## src/rtl/lsu_ctrl.sv

```systemverilog
// Load/store controller: turns one CPU access into memory cycles, with read-modify-write for sub-word stores.
// Optional feature macro: LSU_MISALIGN_TRAP_EN (trap misaligned halfword/word requests to ERR).
module lsu_ctrl #(
    parameter int MAX_WORD_INDEX = 63
) (
    input  logic        clock,
    input  logic        reset,
    input  logic        req,
    input  logic        we,
    input  logic [1:0]  size,
    input  logic        sext,
    input  logic [31:0] addr,
    input  logic [31:0] wdata,
    output logic        busy,
    output logic        done,
    output logic        err,
    output logic [31:0] rdata,
    output logic        mwr,
    output logic        moe,
    output logic [31:0] ma,
    output logic [31:0] mwd,
    input  logic [31:0] mrd
);

    typedef enum logic [2:0] {S_IDLE, S_READ, S_WRITE, S_DONE, S_ERR} state_t;

    state_t      state, state_next;
    logic        cap_we, cap_sext;
    logic [1:0]  cap_size, cap_lane;
    logic [15:0] cap_wdata;
    logic        out_of_range, misaligned;
    logic        busy_next, done_next, err_next, mwr_next, moe_next;
    logic [31:0] rdata_next, ma_next, mwd_next;

    // Replace only the addressed byte/halfword lane of the word read back from memory.
    function automatic logic [31:0] merge_store(input logic [31:0] word, input logic [1:0] sz,
                                                input logic [1:0] lane, input logic [15:0] data);
        logic [31:0] m;
        m = word;
        case (sz)
            2'b00:   m[{lane, 3'b000} +: 8]      = data[7:0];
            2'b01:   m[{lane[1], 4'b0000} +: 16] = data;
            default: m = word;
        endcase
        return m;
    endfunction

    function automatic logic [31:0] extract_load(input logic [31:0] word, input logic [1:0] sz,
                                                 input logic [1:0] lane, input logic sx);
        logic [7:0]  b;
        logic [15:0] h;
        b = word[{lane, 3'b000} +: 8];
        h = word[{lane[1], 4'b0000} +: 16];
        case (sz)
            2'b00:   return {{24{sx & b[7]}}, b};
            2'b01:   return {{16{sx & h[15]}}, h};
            default: return word;
        endcase
    endfunction

    assign out_of_range = ({2'b00, addr[31:2]} > 32'(MAX_WORD_INDEX));

`ifdef LSU_MISALIGN_TRAP_EN
    assign misaligned = ((size == 2'b01) && addr[0]) || (size[1] && (addr[1:0] != 2'b00));
`else
    assign misaligned = 1'b0;
`endif

    always_ff @(posedge clock) begin
        if (reset) begin
            state <= S_IDLE;
        end else begin
            state <= state_next;
        end
    end

    // NOTE: every output of this block gets a default first, so no path can infer a latch.
    always_comb begin
        state_next = state;
        done_next  = 1'b0;
        err_next   = 1'b0;
        mwr_next   = 1'b0;
        moe_next   = 1'b0;
        ma_next    = ma;
        mwd_next   = mwd;
        rdata_next = rdata;
        case (state)
            S_IDLE: begin
                if (req) begin
                    if (out_of_range || misaligned) begin
                        state_next = S_ERR;
                        done_next  = 1'b1;
                        err_next   = 1'b1;
                    end else if (we && size[1]) begin
                        state_next = S_WRITE;
                        mwr_next   = 1'b1;
                        ma_next    = {addr[31:2], 2'b00};
                        mwd_next   = wdata;
                    end else begin
                        state_next = S_READ;
                        moe_next   = 1'b1;
                        ma_next    = {addr[31:2], 2'b00};
                    end
                end
            end
            S_READ: begin
                // mrd is valid this cycle; it becomes either the merged store word or the load result.
                if (cap_we) begin
                    state_next = S_WRITE;
                    mwr_next   = 1'b1;
                    mwd_next   = merge_store(mrd, cap_size, cap_lane, cap_wdata);
                end else begin
                    state_next = S_DONE;
                    done_next  = 1'b1;
                    rdata_next = extract_load(mrd, cap_size, cap_lane, cap_sext);
                end
            end
            S_WRITE: begin
                state_next = S_DONE;
                done_next  = 1'b1;
            end
            S_DONE:  state_next = S_IDLE;
            S_ERR:   state_next = S_IDLE;
            default: state_next = S_IDLE;
        endcase
        busy_next = (state_next != S_IDLE);
    end

    always_ff @(posedge clock) begin
        if (reset) begin
            busy  <= 1'b0;
            done  <= 1'b0;
            err   <= 1'b0;
            rdata <= '0;
            mwr   <= 1'b0;
            moe   <= 1'b0;
            ma    <= '0;
            mwd   <= '0;
        end else begin
            busy  <= busy_next;
            done  <= done_next;
            err   <= err_next;
            rdata <= rdata_next;
            mwr   <= mwr_next;
            moe   <= moe_next;
            ma    <= ma_next;
            mwd   <= mwd_next;
        end
    end

    always_ff @(posedge clock) begin
        if (reset) begin
            cap_we    <= 1'b0;
            cap_sext  <= 1'b0;
            cap_size  <= 2'b00;
            cap_lane  <= 2'b00;
            cap_wdata <= '0;
        end else if (state == S_IDLE && req) begin
            cap_we    <= we;
            cap_sext  <= sext;
            cap_size  <= size;
            cap_lane  <= addr[1:0];
            cap_wdata <= wdata[15:0];
        end
    end

endmodule
```

## config.mk

```make
export PLATFORM = sky130hd
export DESIGN_NAME = lsu_ctrl
export DESIGN_NICKNAME = d
export VERILOG_FILES = /design/src/rtl/lsu_ctrl.sv
export SDC_FILE = /design/constraint.sdc
export NUM_CORES = 1
export LEC_CHECK = 0
export CORE_ASPECT_RATIO = 0.5
export CORE_MARGIN = 4
export CORE_UTILIZATION = 48
export DETAILED_ROUTE_END_ITERATION = 12
export HOLD_SLACK_MARGIN = 0.03
export PLACE_DENSITY = 0.9
export SYNTH_ARGS = -nofsm -noshare
export SYNTH_HDL_FRONTEND = slang
export SYNTH_SLANG_ARGS = --single-unit
```

## constraint.sdc

```tcl
create_clock -name clock -period 5.2 [get_ports clock]
set_input_delay 0.78 -clock clock [delete_from_list [all_inputs] [get_ports clock]]
set_output_delay 0.78 -clock clock [all_outputs]
set_load 0.05 [all_outputs]
```

# Word level (Yosys, flattened, before mapping)
# Index checks and enable logic that the tools add are counted.
dict set report totals {
  register_bits 124
  input_bits 103
  out_inout_bits 101
  wordCells 71
}
dict set report op_classes {
  add_sub_neg 2
  n_lt_le_gt_ge 1
  n_eq_ne 7
  shifts 6
  mux 24
  n_bitwise 6
  reduce_logical 11
}
# op n
set ops {}
lappend ops {{$pmux W32 S2} 3}
lappend ops {{$mux W32} 4}
lappend ops {{$bwmux W32} 2}
lappend ops {{$shift A16 B7 Y32 const A} 1}
lappend ops {{$shift A8 B7 Y32 const A} 1}
lappend ops {{$shiftx A16 B7 Y32} 1}
lappend ops {{$shiftx A32 B6 Y16} 1}
lappend ops {{$shiftx A32 B6 Y8} 1}
lappend ops {{$shiftx A8 B7 Y32} 1}
lappend ops {{$gt A30 B6 Y1 const B} 1}
lappend ops {{$neg A5 Y7} 2}
lappend ops {{$mux W1} 9}
lappend ops {{$pmux W3 S3} 1}
lappend ops {{$ne A2 B2 Y1 const B} 4}
lappend ops {{$mux W3} 2}
lappend ops {{$reduce_and A5 Y1} 1}
lappend ops {{$not A1 Y1} 4}
lappend ops {{$reduce_or A4 Y1} 1}
lappend ops {{$eq A3 B1 Y1 const B} 1}
lappend ops {{$eq A3 B2 Y1 const B} 1}
lappend ops {{$logic_not A3 Y1} 1}
lappend ops {{$pmux W1 S3} 1}
lappend ops {{$reduce_and A3 Y1} 1}
lappend ops {{$reduce_bool A3 Y1} 1}
lappend ops {{other kinds (9)} 11}

# Longest topological paths before layout
dict set report logic_depth {
  word_depth 6
  ltp_mapped 10
}

# Worst setup path before layout
# OpenSTA, ideal clock, no wires.
dict set report synth_path {
  path_type {input -> register}
  from {input port addr[28]}
  to {register mwd[11]}
  setup_time_ns 0.070
  arrival_time_ns 2.413
  path_slack_ns 2.717
  stages 7
  cell_sequence {nor4_1 > nand4_1 > or4_1 > buf_2 > buf_6 > a221o_1 > a21oi_1}
}
dict set report synth_via {
  elab_chain_len 3
}
# element line_no
set synth_lines {}
lappend synth_lines {{start, declared} 12} ;# input logic [31:0] addr,
lappend synth_lines {{$gt A30 B6 Y1} 61} ;# assign out_of_range = ({2'b00, addr[31:2]} > 32'(MAX_WORD_INDEX));
lappend synth_lines {{$ne A2 B2 Y1 (no line)} -}
lappend synth_lines {{$reduce_and A5 Y1 (no line)} -}
lappend synth_lines {{end signal, assigned} 147} ;# mwd <= mwd_next;
lappend synth_lines {{end, declared} 21} ;# output logic [31:0] mwd,
# No other way between the ends.
# A chain may end at the register's enable or synchronous reset.

# Worst setup path in the final report
dict set report layout_path {
  from {register cap_lane[1]}
  to {register mwd[16]}
}
dict set report layout_via {
  elab_chain_len 6
  elab_cells_between_ends 11
}
# element line_no
set layout_lines {}
lappend layout_lines {{start, declared} 29} ;# logic [1:0] cap_size, cap_lane;
lappend layout_lines {{start signal, assigned} 162} ;# cap_lane <= addr[1:0];
lappend layout_lines {{$neg A5 Y7, on equally long branches} {42, 41}}
lappend layout_lines {{$shiftx A16 B7 Y32 (tied with other cells)} 42} ;# 2'b01: m[{lane[1], 4'b0000} +: 16] = data;
lappend layout_lines {{$bwmux W32, on equally long branches} {42, 41}}
lappend layout_lines {{$pmux W32 S2 (*)} 40} ;# case (sz)
lappend layout_lines {{$mux W32 (*)} 108} ;# if (cap_we) begin
lappend layout_lines {{$pmux W32 S2 (*)} 87} ;# case (state)
# Every way passes the cells marked *; elsewhere a longest branch is shown, timed or not. The select of a mux whose other input is x is not followed.

==> metrics.md <==
| Metric | Value |
|---|---|
| Setup TNS | 0 ns |
| Die X | 160 um |
| Global-route wire length before repair | 29,800 um |
| Tmin final | between 3 and 4 ns |
| First drt pass iteration count | 9 |
| Post-DP HPWL | 13,600 um |
| Vias | 5,932 |
| CP Class | reg -> reg |
| Via-per-instance ratio | 6.07 |
| Mean Syn Cell Area | approximately 8.5 um2 |
| Die H | 83.9 um |
| Total CTS buffers | 17 |
| Max Root-Sink Buffers | 2 |
| Post-route ant nets | 0 |
| Critical Path Fanout Max | 35 |
| Initial antenna violation count | 0 |
| Final nets | 928 |
| Layout cells sized above 1 | 5.76% |
| Least-Margin Pin Slew | 1.11 ns |
| Root buffer cell | clkbuf_16 |
| Initial Utilization | 49.7% |
| Final Hold Fails | 0 |
| Crit start category | flop |
| Routed wire length | about 19,000 um |
| Crit path arrival time | approximately 3.5 ns |
| Crit. End Element | flop |
| I/O pins | approximately 200 |
| Post-CTS Resized | 0 |
| Sequential fraction of the synthesis area | 44.9% |
| Die ar. | 13,400 um2 |
| YS warnings | 0 |
| Worst Hold Path Cells | 1 |
| Req. time, crit path | 5.51 ns |
| Final setup vio count | 0 |
| Worst hold path type | reg -> reg |
| Place WS | 1.80 ns |
| Max Slew Vio Count | 0 |
| Final instance area | 8150 um2 |
| Reg clk slew, reported paths | roughly 0.060 ns |
| Final Cycle Share | 60.6% |
| Setup Fix Bufs, Post-CTS | 0 |
| Drt initial violations | 692 |
| Diodes inserted | 0 |
| Pwr Density | 300 nW/um2 |
| H-tree lvl count | 4 |
| Worst Setup Slack, final | 2.05 ns |
| Clk sink count | 124 |
| Core area | 11,100 um2 |
| Synthesis-stage register bit count | 124 |
| Vias in the first global route | 5,703 |
| Fmax | 0.317 GHz |
| RSZ-0062 raised after global routing | false |
| Slew HR | between 20% and 30% |
| GRT Total Usage | between 20% and 30% |
| Max cap viols | 0 |
| Gp weighted congestion | 0.971 |
| Port Buffers | between 200 and 250 |
| Min Hold Slack | 0.458 ns |
| Number of synthesized flops with an enable pin | 0 |
| Clock skew | 0.00784 ns |
| Status | complete, no violations |
| DRC Markers | 0 |
| Synth-to-layout area growth | 47.4% |
| Final core area utilization | 73.3% |
| Main flop type after synthesis | dfxtp_1 |
| LEAKAGE | 2.90 nW |
| CTS tree | done |
| VDD IR max | 0.213 mV |
| Gr ovfl total | 0 |
| WL per Instance | 19.7 um |
| Post-synthesis cell type count | 49 |
| Post-CTS Hold Buffers | 0 |
| Cells after Synth | 649 |
| Netlist Area Pre-Place | 5530 um2 |
| Rows | 27 |
| Reg2Reg Depth | 7 |
| Largest net degree at the start of global routing | 100 |
| Ys async rst share | 0% |
| Clk Latency, worst-skew pair | around 0.42 ns |
| Area after DPL | 7530 um2 |
[flip-flops by register name, indices dropped and copies added, names as in the netlist]
signal and flops:
cap_wdata 16, cap_size 2, mwd 32, cap_sext 1, ma 30, rdata 32
cap_lane 2, mwr 1, moe 1, busy 1, err 1, done 1
cap_we 1, state 3
[where the power goes]
part           total, mW  internal [mW]  switching (mW)
Sequential         0.983          0.962          0.0208
Clock               1.23          0.762           0.473
Combinational      0.226          0.110           0.116
Total               2.44           1.83           0.610
[cells in the mapped netlist, types with 2 or more instances]
library cell / instances / share of area, %
a211oi_1: 32 / 4.3
a21o_1: 3 / 0.41
a21oi_1: 42 / 3.8
a221o_1: 15 / 2.7
a221oi_1: 25 / 4.0
a222oi_1: 23 / 4.2
a22oi_1: 8 / 1.1
and2_1: 26 / 2.9
and3_1: 4 / 0.45
buf_1: 5 / 0.34
buf_2: 9 / 0.82
buf_4: 2 / 0.27
clkbuf_1: 39 / 2.6
dfxtp_1: 124 / 45
ha_1: 5 / 1.1
inv_1: 12 / 0.82
mux2_2: 2 / 0.41
mux2i_1: 8 / 1.4
nand2_1: 90 / 6.1
nand2b_1: 13 / 1.5
nand3_1: 15 / 1.4
nand4b_1: 2 / 0.32
nor2_1: 79 / 5.4
nor2b_1: 11 / 1.2
nor3_1: 4 / 0.36
nor3b_2: 2 / 0.45
nor4_1: 8 / 0.91
o21ai_0: 13 / 1.2
o221ai_1: 7 / 1.1
o22ai_1: 2 / 0.23
[cells by family (layout without fill, tap and decap cells)]
group	Yosys count	in the layout	share of synthesized area, %
AO/OA/AOI/OAI	178	178	24.3
XOR/XNOR	1	1	0.159
adder cells (fa/ha/maj)	5	5	1.13
buffers and inverters	68	251	5.09
flip-flops	124	124	44.9
multiplexers	10	10	1.86
other	1	2	0.0679
AND/OR/NAND/NOR	262	262	22.4
[area by class of cell]
cell class	instances	area [um2]
Sequential cell	124	2480
Timing Repair Buffer	207	2050
Fill cell	809	2970
Clock inverter	15	188
Multi-Input combinational cell	458	2770
Clock buffer	17	425
Inverter	12	45.0
Tap cell	145	181
[metrics by stage]
stage / total power, mW / instances
6_report: 2.44 / 978
5_1_grt: 2.51 / 978
4_1_cts: 2.44 / 978
3_5_place_dp: 1.22 / 946
3_3_place_gp: 1.22 / 946
2_1_floorplan: 1.10 / 650
[cells in the final DEF, fill, tap and decap left out, types with 3 or more instances in the layout]
cell             count
clkdlybuf4s50_1    200
dfxtp_1            124
nand2_1             90
nor2_1              79
a21oi_1             42
a211oi_1            32
and2_1              26
a221oi_1            25
a222oi_1            23
clkbuf_16           17
nand3_1             15
a221o_1             15
o21ai_0             13
nand2b_1            13
inv_1               12
nor2b_1             11
mux2i_1              8
a22oi_1              8
nor4_1               7
o221ai_1             7
buf_4                6
ha_1                 5
inv_6                5
nor3_1               4
and3_1               4
a21o_1               3
bufinv_16            3
clkinvlp_4           3
clkinv_4             3
[layer usage]
metal | vias up | wire, um | track usage (%)
met1 | 2694 | 7070 | 32.5
met5 | - | 39 | 2.27
met2 | 420 | 8780 | 44.9
met3 | 106 | 2460 | 9.92
li1 | 2710 | - | -
met4 | 2 | 923 | 14.6
[path summary, 6_finish.rpt]
kind                            start              endpoint  slack [ns]
min reg2reg       ma[24]$_SDFFE_PP0P_   ma[24]$_SDFFE_PP0P_        0.46
max          cap_lane[1]$_SDFFE_PP0P_  mwd[16]$_SDFFE_PP0P_        2.05
min               ma[24]$_SDFFE_PP0P_   ma[24]$_SDFFE_PP0P_        0.46
max reg2reg  cap_lane[1]$_SDFFE_PP0P_  mwd[16]$_SDFFE_PP0P_        2.05
[worst max-delay path: stages, from the launching register on]
cell	delay [ns]
dfxtp_1	1.02
inv_1	0.29
ha_1	0.40
nor2b_1	0.18
a31oi_1	0.11
nor2_1	0.46
a222oi_1	0.26
a221oi_1	0.32
(Power assumes the default switching activity.)
